### config.mk
export PLATFORM = sky130hd
export DESIGN_NAME = dmem_access_ctrl
export DESIGN_NICKNAME = d
export VERILOG_FILES = /design/src/rtl/dmem_access_ctrl.sv
export SDC_FILE = /design/constraint.sdc
export NUM_CORES = 1
export LEC_CHECK = 0
export BUFFER_PORTS_ARGS = -buffer_cell sky130_fd_sc_hd__buf_4
export CAP_MARGIN = 20
export CORE_ASPECT_RATIO = 0.7
export CORE_UTILIZATION = 46
export DETAILED_ROUTE_END_ITERATION = 7
export PLACE_DENSITY_LB_ADDON = 0.2
export SYNTH_ARGS = -nofsm -noshare
export SYNTH_HDL_FRONTEND = slang
export SYNTH_SLANG_ARGS = --single-unit
### constraint.sdc
create_clock -name clk_i -period 4.2 [get_ports clk_i]
set_input_delay 0.84 -clock clk_i [delete_from_list [all_inputs] [get_ports clk_i]]
set_output_delay 0.84 -clock clk_i [all_outputs]
set_load 0.01 [all_outputs]
### src/rtl/dmem_access_ctrl.sv
// MEM-stage data-memory access sequencer: turns pipeline MemRead/MemWrite into a
// held req/ack transaction, stalls the pipeline until it completes, aborts on ack timeout.
module dmem_access_ctrl #(
  parameter int ADDR_WIDTH     = 32,
  parameter int DATA_WIDTH     = 32,
  parameter int TIMEOUT_CYCLES = 16
) (
  input  logic                  clk_i,
  input  logic                  rst_i,
  input  logic                  MemRead_i,
  input  logic                  MemWrite_i,
  input  logic [ADDR_WIDTH-1:0] addr_i,
  input  logic [DATA_WIDTH-1:0] wdata_i,
  output logic                  mem_req_o,
  output logic                  mem_we_o,
  output logic [ADDR_WIDTH-1:0] mem_addr_o,
  output logic [DATA_WIDTH-1:0] mem_wdata_o,
  input  logic                  mem_ack_i,
  input  logic [DATA_WIDTH-1:0] mem_rdata_i,
  output logic                  stall_o,
  output logic [DATA_WIDTH-1:0] rdata_o,
  output logic                  err_o
);

  localparam int CNT_W = $clog2(TIMEOUT_CYCLES);
  localparam logic [CNT_W-1:0] CNT_LAST = CNT_W'(TIMEOUT_CYCLES - 1);

  typedef enum logic [1:0] {IDLE, WAIT, DONE} state_t;

  state_t                state_q, state_d;
  logic [CNT_W-1:0]      cnt_q, cnt_d;
  logic                  req_q, req_d;
  logic                  we_q, we_d;
  logic [ADDR_WIDTH-1:0] addr_q, addr_d;
  logic [DATA_WIDTH-1:0] wdata_q, wdata_d;
  logic [DATA_WIDTH-1:0] rdata_q, rdata_d;
  logic                  err_q, err_d;
  logic                  access;

  assign access = MemRead_i | MemWrite_i;

  always_comb begin
    state_d = state_q;
    cnt_d   = cnt_q;
    req_d   = req_q;
    we_d    = we_q;
    addr_d  = addr_q;
    wdata_d = wdata_q;
    rdata_d = rdata_q;
    err_d   = err_q;
    case (state_q)
      IDLE: begin
        if (access) begin
          addr_d  = addr_i;
          wdata_d = wdata_i;
          we_d    = MemWrite_i;
          req_d   = 1'b1;
          cnt_d   = '0;
          state_d = WAIT;
        end
      end
      WAIT: begin
        cnt_d = cnt_q + 1'b1;
        // An ack arriving on the last allowed cycle still counts as success.
        if (mem_ack_i) begin
          req_d   = 1'b0;
          cnt_d   = '0;
          state_d = DONE;
          if (!we_q) rdata_d = mem_rdata_i;
        end else if (cnt_q == CNT_LAST) begin
          req_d   = 1'b0;
          err_d   = 1'b1;
          cnt_d   = '0;
          state_d = DONE;
          if (!we_q) rdata_d = '0;
        end
      end
      DONE: begin
        state_d = IDLE;
      end
      default: begin
        state_d = IDLE;
      end
    endcase
  end

  always_ff @(posedge clk_i or posedge rst_i) begin
    if (rst_i) begin
      state_q <= IDLE;
      cnt_q   <= '0;
      req_q   <= 1'b0;
      we_q    <= 1'b0;
      addr_q  <= '0;
      wdata_q <= '0;
      rdata_q <= '0;
      err_q   <= 1'b0;
    end else begin
      state_q <= state_d;
      cnt_q   <= cnt_d;
      req_q   <= req_d;
      we_q    <= we_d;
      addr_q  <= addr_d;
      wdata_q <= wdata_d;
      rdata_q <= rdata_d;
      err_q   <= err_d;
    end
  end

  // DONE deliberately drops stall so the pipeline advances past the finished access.
  assign stall_o     = ((state_q == IDLE) && access) || (state_q == WAIT);
  assign mem_req_o   = req_q;
  assign mem_we_o    = we_q;
  assign mem_addr_o  = addr_q;
  assign mem_wdata_o = wdata_q;
  assign rdata_o     = rdata_q;
  assign err_o       = err_q;

endmodule

==> metrics.cfg, run 1 <==
[layout]
diodes=0
num-nets-final=549
drive_above_1_share_pct=63.6
final_area_um2=5940
area_growth_pct=45.0

[die]
die_w_um=115
pin_count=201
start_util_pct=47.9
core_area_um2=8550
fp.dieArea_um2=9290
dieHeight_um=81.0
rows=28

[grt]
grt.total_usage_pct=20.1
grt_overflow=0
grt_max_degree=67
grt_pass1_vias=2833
grt_pass1_wl_mm=14.2
antenna_found_initial=0

[yosys]
syn_area_um2=4100
seq_area_frac_synth_pct=64.1
synthFlopType=dfrtp_1
synthArstFlopShare_pct=100
avgSynthCellArea_um2=16.7
syn_nets=348
synth_edf_count=0
ys_warn_count=0
synth_seq_cells=105
synthCells=246
synth_cell_types=24

[place]
gp_congestion=0.719
pre_cts_ws_ns=1.76
place_area_um2=5660
post-dp-hpwl_mm=6.60
port_buffers=200

[critical_path]
endpoint=stall_o
ff2ff_setup_slack_ns=2.12
rr_endpoint=mem_addr_o[25]
rr_startpoint=state_q[1]
crit_required_ns=3.36
slowest_delay_ns=0.28
cp-startpoint=MemWrite_i
crit_top_cell=buf_4
cp-start-kind=primary input
slowest_stage=nor3_1
crit_path_cell_trace=buf_4 -> nor3_1 -> or2_2 -> inv_1 -> buf_4
arrival_ns=1.62
critPathMaxFanout=3
r2r_cells=3
worstSetupPathType=in -> out
crit_path_end_kind=output port

[run_status]
outcome=finished clean

[sta]
rsz0062_at_grt=no
worst_slack_ns=1.74
hold_viol=0
slew_viol_final=0
tightest_slew_ns=1.12
fmax_mhz=406
fin_setup_tns_ns=0
slew-limit-headroom_pct=25.3
fin_crit_ns=2.46
setup_violations=0
fin_crit_sh_pct=58.6
finClkSkew_ns=0.00518
whs_ns=0.462

[drt]
avgViaCountPerCell=4.96
vias=2825
drtAntennaViolNets=0
drc=0
drt-wirelength-per-cell_um=16.3
routed_wl_mm=9.31
drt_pass1_iterations=5
drt_iter0_markers=140

[clocking]
cts_tree=built
cts_setup_buffers=0
root_buffer=clkbuf_16
cts_hold_buf=0
cts_resized=0
cts_buffer_depth=2
clock_latency_ns=0.33
clkTransAtPathRegs_ns=0.07
cts_max_level=3
cts_made_buffers=9
clkSinkCount=105

[pwr]
p_sw_share_pct=31.3
cell_internal_pwr_mw=3.15
power.share.clock_pct=16.1
combPwrFrac_pct=45.1
p_leak_nw=3.03
peakVddDrop_mv=0.483
power_switching_mw=1.44
powerDensity_nw_per_um2=773
finalPower_mw=4.59
pwr-share-seq_pct=38.8

[min_path]
hold_path.class=reg -> reg

[flow_run]
maxCapViolations=0

-- layer usage --
layer / GRT usage [%] / vias to the layer above / wire length (um)
met5: 0 / - / 0
met4: 6.75 / 0 / 148
met3: 7.31 / 19 / 803
met2: 32.7 / 132 / 4430
met1: 25.2 / 1386 / 3930
li1: - / 1288 / -
-- cell families (layout without fill, tap and decap cells) --
| group | Yosys count | in the layout | synth area share, % |
|---|---|---|---|
| adder cells (fa/ha/maj) | 1 | 1 | 0.305 |
| AO/OA/AOI/OAI | 44 | 44 | 8.95 |
| XOR/XNOR | 1 | 1 | 0.214 |
| AND/OR/NAND/NOR | 13 | 13 | 2.02 |
| multiplexers | 64 | 64 | 21.1 |
| buffers and inverters | 18 | 222 | 3.30 |
| flip-flops | 105 | 105 | 64.1 |
-- layout make-up --
class / count / area, um^2
Sequential cell: 105 / 2630
Fill cell: 639 / 2610
Timing Repair Buffer: 204 / 1550
Multi-Input combinational cell: 123 / 1340
Clock buffer: 11 / 233
Tap cell: 120 / 150
Clock inverter: 3 / 20.0
Inverter: 4 / 17.5
-- metrics by stage --
| step | util (%) | instances |
|---|---|---|
| floorplan | - | 246 |
| global placement | 66.2 | 555 |
| detailed placement | 66.2 | 555 |
| CTS | 69.2 | 569 |
| global route | 69.5 | 570 |
| finish | 69.5 | 570 |
-- sequential cells by signal (all words and copies together) (netlist names) --
register     flops
rdata_o         32
mem_addr_o      32
state_q          2
cnt_q            4
mem_req_o        1
mem_we_o         1
err_o            1
mem_wdata_o     32
-- worst max-delay path, delay by kind of cell --
family	cells	cell delay [ns]
buffers and inverters	3	0.30
and+or+nand+nor	2	0.48
-- synthesized netlist by cell type (2+ instances only) --
cell / instances / area (um^2)
o21a_1: 2 / 15.0
inv_1: 4 / 15.0
buf_2: 6 / 30.0
nand2b_1: 2 / 12.5
o21ai_0: 3 / 15.0
mux2_4: 38 / 571
buf_6: 8 / 90.1
nand2_1: 2 / 7.51
and3_1: 2 / 12.5
mux2_2: 26 / 293
o211ai_1: 2 / 15.0
a22o_1: 35 / 307
dfrtp_1: 105 / 2630
-- worst min path at each step --
| stage | cells after the start | start | end | slack [ns] |
|---|---|---|---|---|
| 2_1_floorplan | 1 | cnt_q[0] | cnt_q[0] | 0.48 |
| 3_3_place_gp | 1 | err_o | err_o | 0.45 |
| 3_5_place_dp | 1 | err_o | err_o | 0.45 |
| 4_1_cts | 1 | err_o | err_o | 0.46 |
| 5_1_grt | 1 | err_o | err_o | 0.50 |
| 6_report | 1 | err_o | err_o | 0.46 |
-- power by group through the flow --
stage	clock [mW]	combinational (mW)	sequential [mW]
floorplan	0	0.939	1.98
global placement	0	2.03	1.77
detailed placement	0	2.08	1.78
CTS	0.763	2.09	1.78
global route	0.798	2.21	1.84
finish	0.738	2.07	1.78
-- placed cells by master, fill, tap and decap left out, drive strengths merged --
master,n
a21o,1
a22o,35
and3,2
buf,204
clkbuf,11
clkinv,1
clkinvlp,2
dfrtp,105
ha,1
inv,4
mux2,64
nand2,2
nand2b,2
nand3,1
nor2,1
nor2b,1
nor3,1
nor3b,1
o211ai,2
o21a,2
o21ai,3
o21bai,1
or2,1
or3b,1
xor2,1
Power figures use the tool's default switching activity.
==> run 2: changes to the inputs <==
==> constraint.sdc (replaced) <==
create_clock -name clk_i -period 2.53 [get_ports clk_i]
set_input_delay 0.506 -clock clk_i [delete_from_list [all_inputs] [get_ports clk_i]]
set_output_delay 0.506 -clock clk_i [all_outputs]
set_load 0.01 [all_outputs]
==> run 2 against run 1 <==
  * Flip-flop and latch count unchanged
  * Final area up 1.4%
  * Clock power up 92%
==> metrics.cfg, run 2 (synthesis gave the netlist of run 1 again) <==
[die]
start_util_pct=47.9
rows=28
die_w_um=115
fp.dieArea_um2=9290
core_area_um2=8550
pin_count=201
dieHeight_um=81.0

[critical_path]
cp-start-kind=flip-flop
rr_startpoint=state_q[1]
crit_cells=4
slowest_stage=dfrtp_1
slowest_delay_ns=0.41
path_buf_inv=2
crit_required_ns=2.02
critPathMaxFanout=4
critical-path-top-delay-family=simple AND/OR/NAND/NOR gates
ff2ff_setup_slack_ns=0.64
r2r_cells=4
worstSetupPathType=reg -> out
crit_path_end_kind=output port
arrival_ns=1.40
crit_path_cell_trace=nor3_1 -> or2_2 -> inv_1 -> buf_4
rr_endpoint=mem_addr_o[25]

[drt]
drc=0
drtAntennaViolNets=0
drt_pass1_iterations=4
drt-wirelength-per-cell_um=17.0
drt_iter0_markers=239
vias=2840
avgViaCountPerCell=4.96
routed_wl_mm=9.76

[clocking]
clkSinkCount=105
clock_latency_ns=0.34
cts_resized=0
cts_tree=built
clkTransAtPathRegs_ns=0.07
cts_max_level=3
cts_hold_buf=0
cts_buffer_depth=2
cts_made_buffers=9
root_buffer=clkbuf_16
cts_setup_buffers=0

[sta]
fmax_mhz=525
whs_ns=0.307
setup_violations=0
slew_viol_final=0
worst_slack_ns=0.625
rsz0062_at_grt=no
finClkSkew_ns=0.00576
fin_crit_sh_pct=75.3
fin_crit_ns=1.91
hold_viol=0
tightest_slew_ns=0.563
fin_setup_tns_ns=0
slew-limit-headroom_pct=62.4

[layout]
final_common_cell=buf_4
drive_above_1_share_pct=64.2
final_area_um2=6020
area_growth_pct=47.1
final_cell_mix=202 x buf_4, 105 x dfrtp_1, 38 x mux2_4, 35 x a22o_1, 26 x mux2_2
num-nets-final=550
stdcell_count=573
diodes=0
final_util_pct=70.5

[place]
port_buffers=200
gp_congestion=0.721
post-dp-hpwl_mm=6.86
pre_cts_ws_ns=0.534
place_area_um2=5690
place_inst=556

[pwr]
peakVddDrop_mv=0.718
powerDensity_nw_per_um2=1300
p_leak_nw=3.07
finalPower_mw=7.86

[grt]
grt-busiest-layer=met2
grt_use_met3_pct=7.54
met2_usage_pct=33.6
grt_pass1_wl_mm=14.6
antenna_found_initial=0
grt_max_degree=106
use_met1_pct=26.5
grt.total_usage_pct=21.1
grt_pass1_vias=2948
grt_overflow=0

[min_path]
hold_path.class=in -> async

[flow_run]
maxCapViolations=0

[run_status]
outcome=finished clean

-- run 2: worst max path at each step --
stage | start | to | slack, ns
6_report | state_q[0] | stall_o | 0.62
5_1_grt | state_q[0] | stall_o | 0.47
4_1_cts | state_q[1] | rdata_o[0] | 0.51
3_5_place_dp | state_q[1] | rdata_o[18] | 0.53
3_3_place_gp | state_q[1] | rdata_o[8] | 0.62
2_1_floorplan | rst_i | cnt_q[0] | 0.76
-- run 2: cell type report --
cell class / instances / area, um^2
Clock inverter: 6 / 66.3
Tap cell: 120 / 150
Inverter: 4 / 18.8
Timing Repair Buffer: 205 / 1580
Fill cell: 628 / 2520
Multi-Input combinational cell: 123 / 1340
Sequential cell: 105 / 2630
Clock buffer: 10 / 239
-- run 2: routing by layer --
metal,part of all wire [%],up-vias
li1,-,1296
met1,40,1387
met2,48,139
met3,9.6,18
met4,2.1,0
met5,0,-
-- run 2: power by group --
part	internal [mW]	switching [mW]
Clock	0.798	0.623
Combinational	2.11	1.36
Sequential	2.48	0.490
-- run 2: worst register-to-register path: cells and delay by family, from the launching register on --
family | cells | cell delay (ns)
multiplexers | 1 | 0.36
buffers and inverters | 1 | 0.34
AND/OR/NAND/NOR | 1 | 0.17
flip-flops | 1 | 0.44
AO/OA/AOI/OAI | 1 | 0.48
